===== src/rtl/flash_cmd_sequencer.sv =====
// flash_cmd_sequencer: expands host flash operations into WREN/opcode/address/data/status-poll byte sequences for a byte-wide SPI shifter.
module flash_cmd_sequencer #(
  parameter int CS_GAP = 4,
  parameter int MAX_POLLS = 65535
) (
  input  logic        clk,
  input  logic        rst,
  input  logic        req_valid,
  output logic        req_ready,
  input  logic [2:0]  req_op,
  input  logic [23:0] req_addr,
  input  logic [8:0]  req_len,
  input  logic        wr_valid,
  output logic        wr_ready,
  input  logic [7:0]  wr_data,
  output logic        rd_valid,
  output logic [7:0]  rd_data,
  output logic        done,
  output logic        err,
  output logic        cs_n,
  output logic        sh_start,
  output logic [7:0]  sh_tx_byte,
  input  logic        sh_busy,
  input  logic        sh_done,
  input  logic [7:0]  sh_rx_byte
);
  typedef enum logic [3:0] {IDLE, WREN, GAP1, CMD, ADDR, DATA, GAP2, POLL, FINISH} state_t;
  state_t state;
  logic [2:0] op;
  logic [23:0] addr;
  logic [8:0] len, cnt;
  logic [1:0] idx;
  logic [15:0] gap;
  logic [31:0] polls;
  logic pend, fail, last;
  logic [7:0] tx_byte, opcode;
  logic tx_avail, issue, fin, is_read, is_prog, is_erase;
  always_comb begin
    opcode = op == 3'd0 ? 8'h03 : op == 3'd1 ? 8'h02 : op == 3'd2 ? 8'h20 :
             op == 3'd3 ? 8'h52 : op == 3'd4 ? 8'hD8 : 8'h05;
    is_read = op == 3'd0 || op == 3'd5;
    is_prog = op == 3'd1;
    is_erase = op >= 3'd2 && op <= 3'd4;
    tx_avail = 1'b0;
    tx_byte = 8'h00;
    case (state)
      WREN: begin
        tx_avail = 1'b1;
        tx_byte = 8'h06;
      end
      CMD: begin
        tx_avail = 1'b1;
        tx_byte = opcode;
      end
      ADDR: begin
        tx_avail = 1'b1;
        tx_byte = idx == 2'd0 ? addr[23:16] : idx == 2'd1 ? addr[15:8] : addr[7:0];
      end
      DATA: begin
        tx_avail = is_prog ? wr_valid : 1'b1;
        tx_byte = is_prog ? wr_data : 8'h00;
      end
      POLL: begin
        tx_avail = 1'b1;
        tx_byte = idx == 2'd0 ? 8'h05 : 8'h00;
      end
      default: ;
    endcase
    issue = tx_avail && !pend && !sh_busy;
    fin = pend && sh_done;
  end
  always_ff @(posedge clk or posedge rst) begin
    if (rst) begin
      state <= IDLE;
      req_ready <= 1'b0;
      cs_n <= 1'b1;
      sh_start <= 1'b0;
      sh_tx_byte <= 8'h00;
      wr_ready <= 1'b0;
      rd_valid <= 1'b0;
      rd_data <= 8'h00;
      done <= 1'b0;
      err <= 1'b0;
      op <= 3'd0;
      addr <= 24'd0;
      len <= 9'd0;
      cnt <= 9'd0;
      idx <= 2'd0;
      gap <= 16'd0;
      polls <= 32'd0;
      pend <= 1'b0;
      fail <= 1'b0;
      last <= 1'b0;
    end else begin
      sh_start <= 1'b0;
      wr_ready <= 1'b0;
      rd_valid <= 1'b0;
      done <= 1'b0;
      err <= 1'b0;
      // cs_n falls together with the first byte of every command window
      if (issue) begin
        sh_start <= 1'b1;
        sh_tx_byte <= tx_byte;
        cs_n <= 1'b0;
        pend <= 1'b1;
        wr_ready <= state == DATA && is_prog;
      end
      if (fin) pend <= 1'b0;
      case (state)
        IDLE: begin
          req_ready <= 1'b1;
          if (req_valid && req_ready) begin
            req_ready <= 1'b0;
            op <= req_op;
            addr <= req_addr;
            len <= req_len == 9'd0 ? 9'd256 : req_len;
            cnt <= 9'd0;
            idx <= 2'd0;
            polls <= 32'd0;
            last <= 1'b0;
            fail <= req_op > 3'd5;
            state <= req_op > 3'd5 ? FINISH : (req_op == 3'd0 || req_op == 3'd5) ? CMD : WREN;
          end
        end
        WREN: if (fin) begin
          cs_n <= 1'b1;
          gap <= 16'(CS_GAP - 1);
          state <= GAP1;
        end
        GAP1: if (gap <= 16'd1) state <= CMD; else gap <= gap - 16'd1;
        CMD: if (fin) begin
          if (op == 3'd5) begin
            len <= 9'd1;
            state <= DATA;
          end else begin
            idx <= 2'd0;
            state <= ADDR;
          end
        end
        ADDR: if (fin) begin
          if (idx != 2'd2) idx <= idx + 2'd1;
          else if (is_erase) begin
            cs_n <= 1'b1;
            gap <= 16'(CS_GAP - 1);
            state <= GAP2;
          end else state <= DATA;
        end
        DATA: if (fin) begin
          if (is_read) begin
            rd_valid <= 1'b1;
            rd_data <= sh_rx_byte;
          end
          if (cnt != len - 9'd1) cnt <= cnt + 9'd1;
          else begin
            cs_n <= 1'b1;
            gap <= 16'(CS_GAP - 1);
            state <= is_prog ? GAP2 : FINISH;
          end
        end
        GAP2: if (gap <= 16'd1) begin
          idx <= 2'd0;
          state <= last ? FINISH : POLL;
        end else gap <= gap - 16'd1;
        // WIP is judged on the status byte; the decision is applied after the gap
        POLL: if (fin) begin
          if (idx == 2'd0) idx <= 2'd1;
          else begin
            cs_n <= 1'b1;
            gap <= 16'(CS_GAP - 1);
            state <= GAP2;
            polls <= polls + 32'd1;
            if (!sh_rx_byte[0]) last <= 1'b1;
            else if (polls == 32'(MAX_POLLS - 1)) begin
              last <= 1'b1;
              fail <= 1'b1;
            end
          end
        end
        FINISH: begin
          done <= 1'b1;
          err <= fail;
          state <= IDLE;
        end
        default: state <= IDLE;
      endcase
    end
  end
endmodule


===== config.mk =====
export PLATFORM = sky130hd
export DESIGN_NAME = flash_cmd_sequencer
export DESIGN_NICKNAME = d
export VERILOG_FILES = /design/src/rtl/flash_cmd_sequencer.sv
export SDC_FILE = /design/constraint.sdc
export NUM_CORES = 1
export LEC_CHECK = 0
export BUFFER_PORTS_ARGS = -buffer_cell sky130_fd_sc_hd__buf_2
export CAP_MARGIN = 20
export CORE_MARGIN = 8
export CORE_UTILIZATION = 35
export CTS_CLUSTER_SIZE = 10
export DETAILED_ROUTE_END_ITERATION = 10
export PLACE_DENSITY = 0.64
export SYNTH_ARGS = -nofsm -noshare
export SYNTH_HDL_FRONTEND = slang
export SYNTH_SLANG_ARGS = --single-unit

===== constraint.sdc =====
create_clock -name clk -period 4.3 [get_ports clk]
set_input_delay 0 -clock clk [delete_from_list [all_inputs] [get_ports clk]]
set_output_delay 0 -clock clk [all_outputs]
set_load 0.005 [all_outputs]

==> run summary <==
status = completed
Setup Skew = 0.0102 ns
share of layout cells above drive strength 1 = 0.168
Crit Path Class = flop to flop
grt met2 use = 0.250
period utilization = 0.686
Place WS = 1.37 ns
Slew @ Worst Pin = 1.00 ns
R2R Path End = cnt[8]
number of synthesized flops with an enable pin = 0
diodes inserted = 0
syn nets = 796
Initial DRC Count = 421
Vert. Die Dim = 155 um
TritonCTS clock tree = yes
worst skew pair latency = 0.42 ns
Clock Sinks = 125
H-tree Lvls = 4
Critical Path Start = state[0]
post-synth cell types = 72
initial antenna violation count = 0
fmax = 339 MHz
NumNets Final = 920
peak supply drop = 0.311 mV
DRT Pass-1 Iters = 5
RSZ-0062 raised after global routing = false
Fin. Hold Viols = 0
Hold Slack = 0.120 ns
post-layout util = 0.448
Static Leak = 3.84 nW
gr ovfl total = 0
# DRC = 0
setup violators final = 0
hold depth = 4
wire per inst = 16.1 um
FFs w/ async S/R, synth = 1.00
WP data arrival = 3.24 ns
Setup crit end = cnt[8]
GR Layer Usage met3 = 0.0362
I/O Pins = 81
die area = 23900 sq um
vias post-DR = 5779
R2R Setup Slk = 1.35 ns
Max-cap violations = 0
first-pass GRT wire length = 28.9 mm
routed wire length = 17.6 mm
Syn. warnings = 0
num rows = 50
reg2reg path depth = 7
gr busiest metal = met2
Final GP Congestion = 0.845
DP HPWL = 12.0 mm
root buffer cell = clkbuf_16
CTS clk-pin slew, worst paths = 0.05 ns
total CTS buffers = 17
die width = 155 um
max_slew headroom = 0.323
Power Dens Cells = 616 nW/um^2
largest net degree at the start of global routing = 47
Longest Clk Path Bufs = 2
CP endpoint kind = flop
setup_tns = 0 ns
Post-synth top flop = dfrtp_1
Post-DRT Antenna Nets = 0
Seq cells post-synth = 125
syn_area_per_cell = 9.21 sq um
met1 Use GR = 0.185
Post-Synthesis Cell Area = 6720 sq um
Final WS setup = 1.35 ns
CP Max Fanout = 35
reg2reg start = state[0]
Area growth syn-to-layout = 25.1%
GRT Util Overall = 0.150
commonest non-fill, non-tap cell in the layout = nand2_1
Initial Utilization = 0.358
total power draw = 5.17 mW
Post-CTS Resized = 0
max-slew violations = 0
sequential share of the synthesized area = 0.466
Worst Path Required = 4.59 ns
vias per inst = 5.28
Startpoint Class = flop
Worst Hold Class = input pin to flop
Syn Inst Count = 729
number of post-CTS setup repair buffers = 0
I/O Buffers = 80
most frequent cells in the layout = nand2_1, dfrtp_1, buf_2
fin crit period = 2.95 ns
Core ar. = 18800 sq um
vias in the first global route = 5742
synth_stat cells, types with 9 or more instances:
cell type | count | area share
o21ai_1 | 16 | 0.012
ha_1 | 9 | 0.017
nor3_1 | 17 | 0.013
nand2_1 | 134 | 0.075
a22o_1 | 9 | 0.012
mux2_2 | 10 | 0.017
inv_1 | 20 | 0.011
xor2_1 | 23 | 0.030
a21oi_1 | 31 | 0.023
nand4_1 | 11 | 0.010
nand3_1 | 23 | 0.017
clkbuf_1 | 18 | 0.010
buf_2 | 10 | 0.0075
or3_1 | 10 | 0.0093
and3_1 | 11 | 0.010
o21ai_0 | 28 | 0.021
dfrtp_1 | 124 | 0.46
mux2i_1 | 11 | 0.016
nor2_1 | 64 | 0.036
xnor2_1 | 21 | 0.027
where the power goes:
part / internal [mW] / switching [mW] / total [mW]
clock network: 0.870 / 0.472 / 1.34
registers: 1.52 / 0.389 / 1.91
logic: 0.793 / 1.13 / 1.92
total: 3.19 / 1.99 / 5.17
layout make-up:
cell class	instances	area [sq um]
Clock buffer	26	519
Timing Repair Buffer	141	993
Fill cell	1793	10400
Multi-Input combinational cell	548	3360
Tap cell	234	293
Sequential cell	125	3130
Inverter	20	77.6
Clock inverter	1	30.0
per-layer routing:
metal  vias to the layer above  share of wire
met3                        24          0.047
met2                       140           0.50
met4                         0          0.018
met1                      2786           0.44
met5                         -              0
li1                       2829              -
state kept, by name (all words and copies together) (netlist names), 2 cells and up:
name        flops
idx             2
gap            16
addr           24
len             9
state           4
cnt             9
sh_tx_byte      8
op              3
polls          32
rd_data         8
worst min path at each step:
stage | start | endpoint | slack, ns
final | wr_data[5] | sh_tx_byte[5] | 0.12
after global routing | wr_data[5] | sh_tx_byte[5] | 0.12
after CTS | wr_data[5] | sh_tx_byte[5] | 0.10
after detailed placement | rst | rd_data[0] | 0.06
after global placement | rst | rd_data[0] | 0.06
after floorplan | sh_done | pend | 0.1
critical path: stages (launching register included):
cell	delay [ns]
dfrtp_1	0.68
nor4_4	0.54
and3_2	0.67
o211a_4	0.28
nand3_2	0.09
a311oi_1	0.33
xnor2_1	0.17
nor2_1	0.06
through the flow:
step	instances	area, sq um
after floorplan	729	6720
after global placement	1014	7310
after detailed placement	1014	7310
after CTS	1095	8400
after global routing	1095	8400
final	1095	8400
kinds of logic after synthesis:
kind of cell             synth area share
buffers and inverters              0.0343
AND/OR/NAND/NOR                     0.242
flip-flops                          0.466
XOR/XNOR                           0.0574
AO/OA/AOI/OAI                       0.149
adder cells (fa/ha/maj)            0.0168
multiplexers                       0.0348
what timing repair did:
item	4_1_cts	5_1_grt
setup endpoints to repair	0	0
hold endpoints to repair	89	0
hold buffers	54	0
No activity file was read; power rests on OpenSTA's default activity.
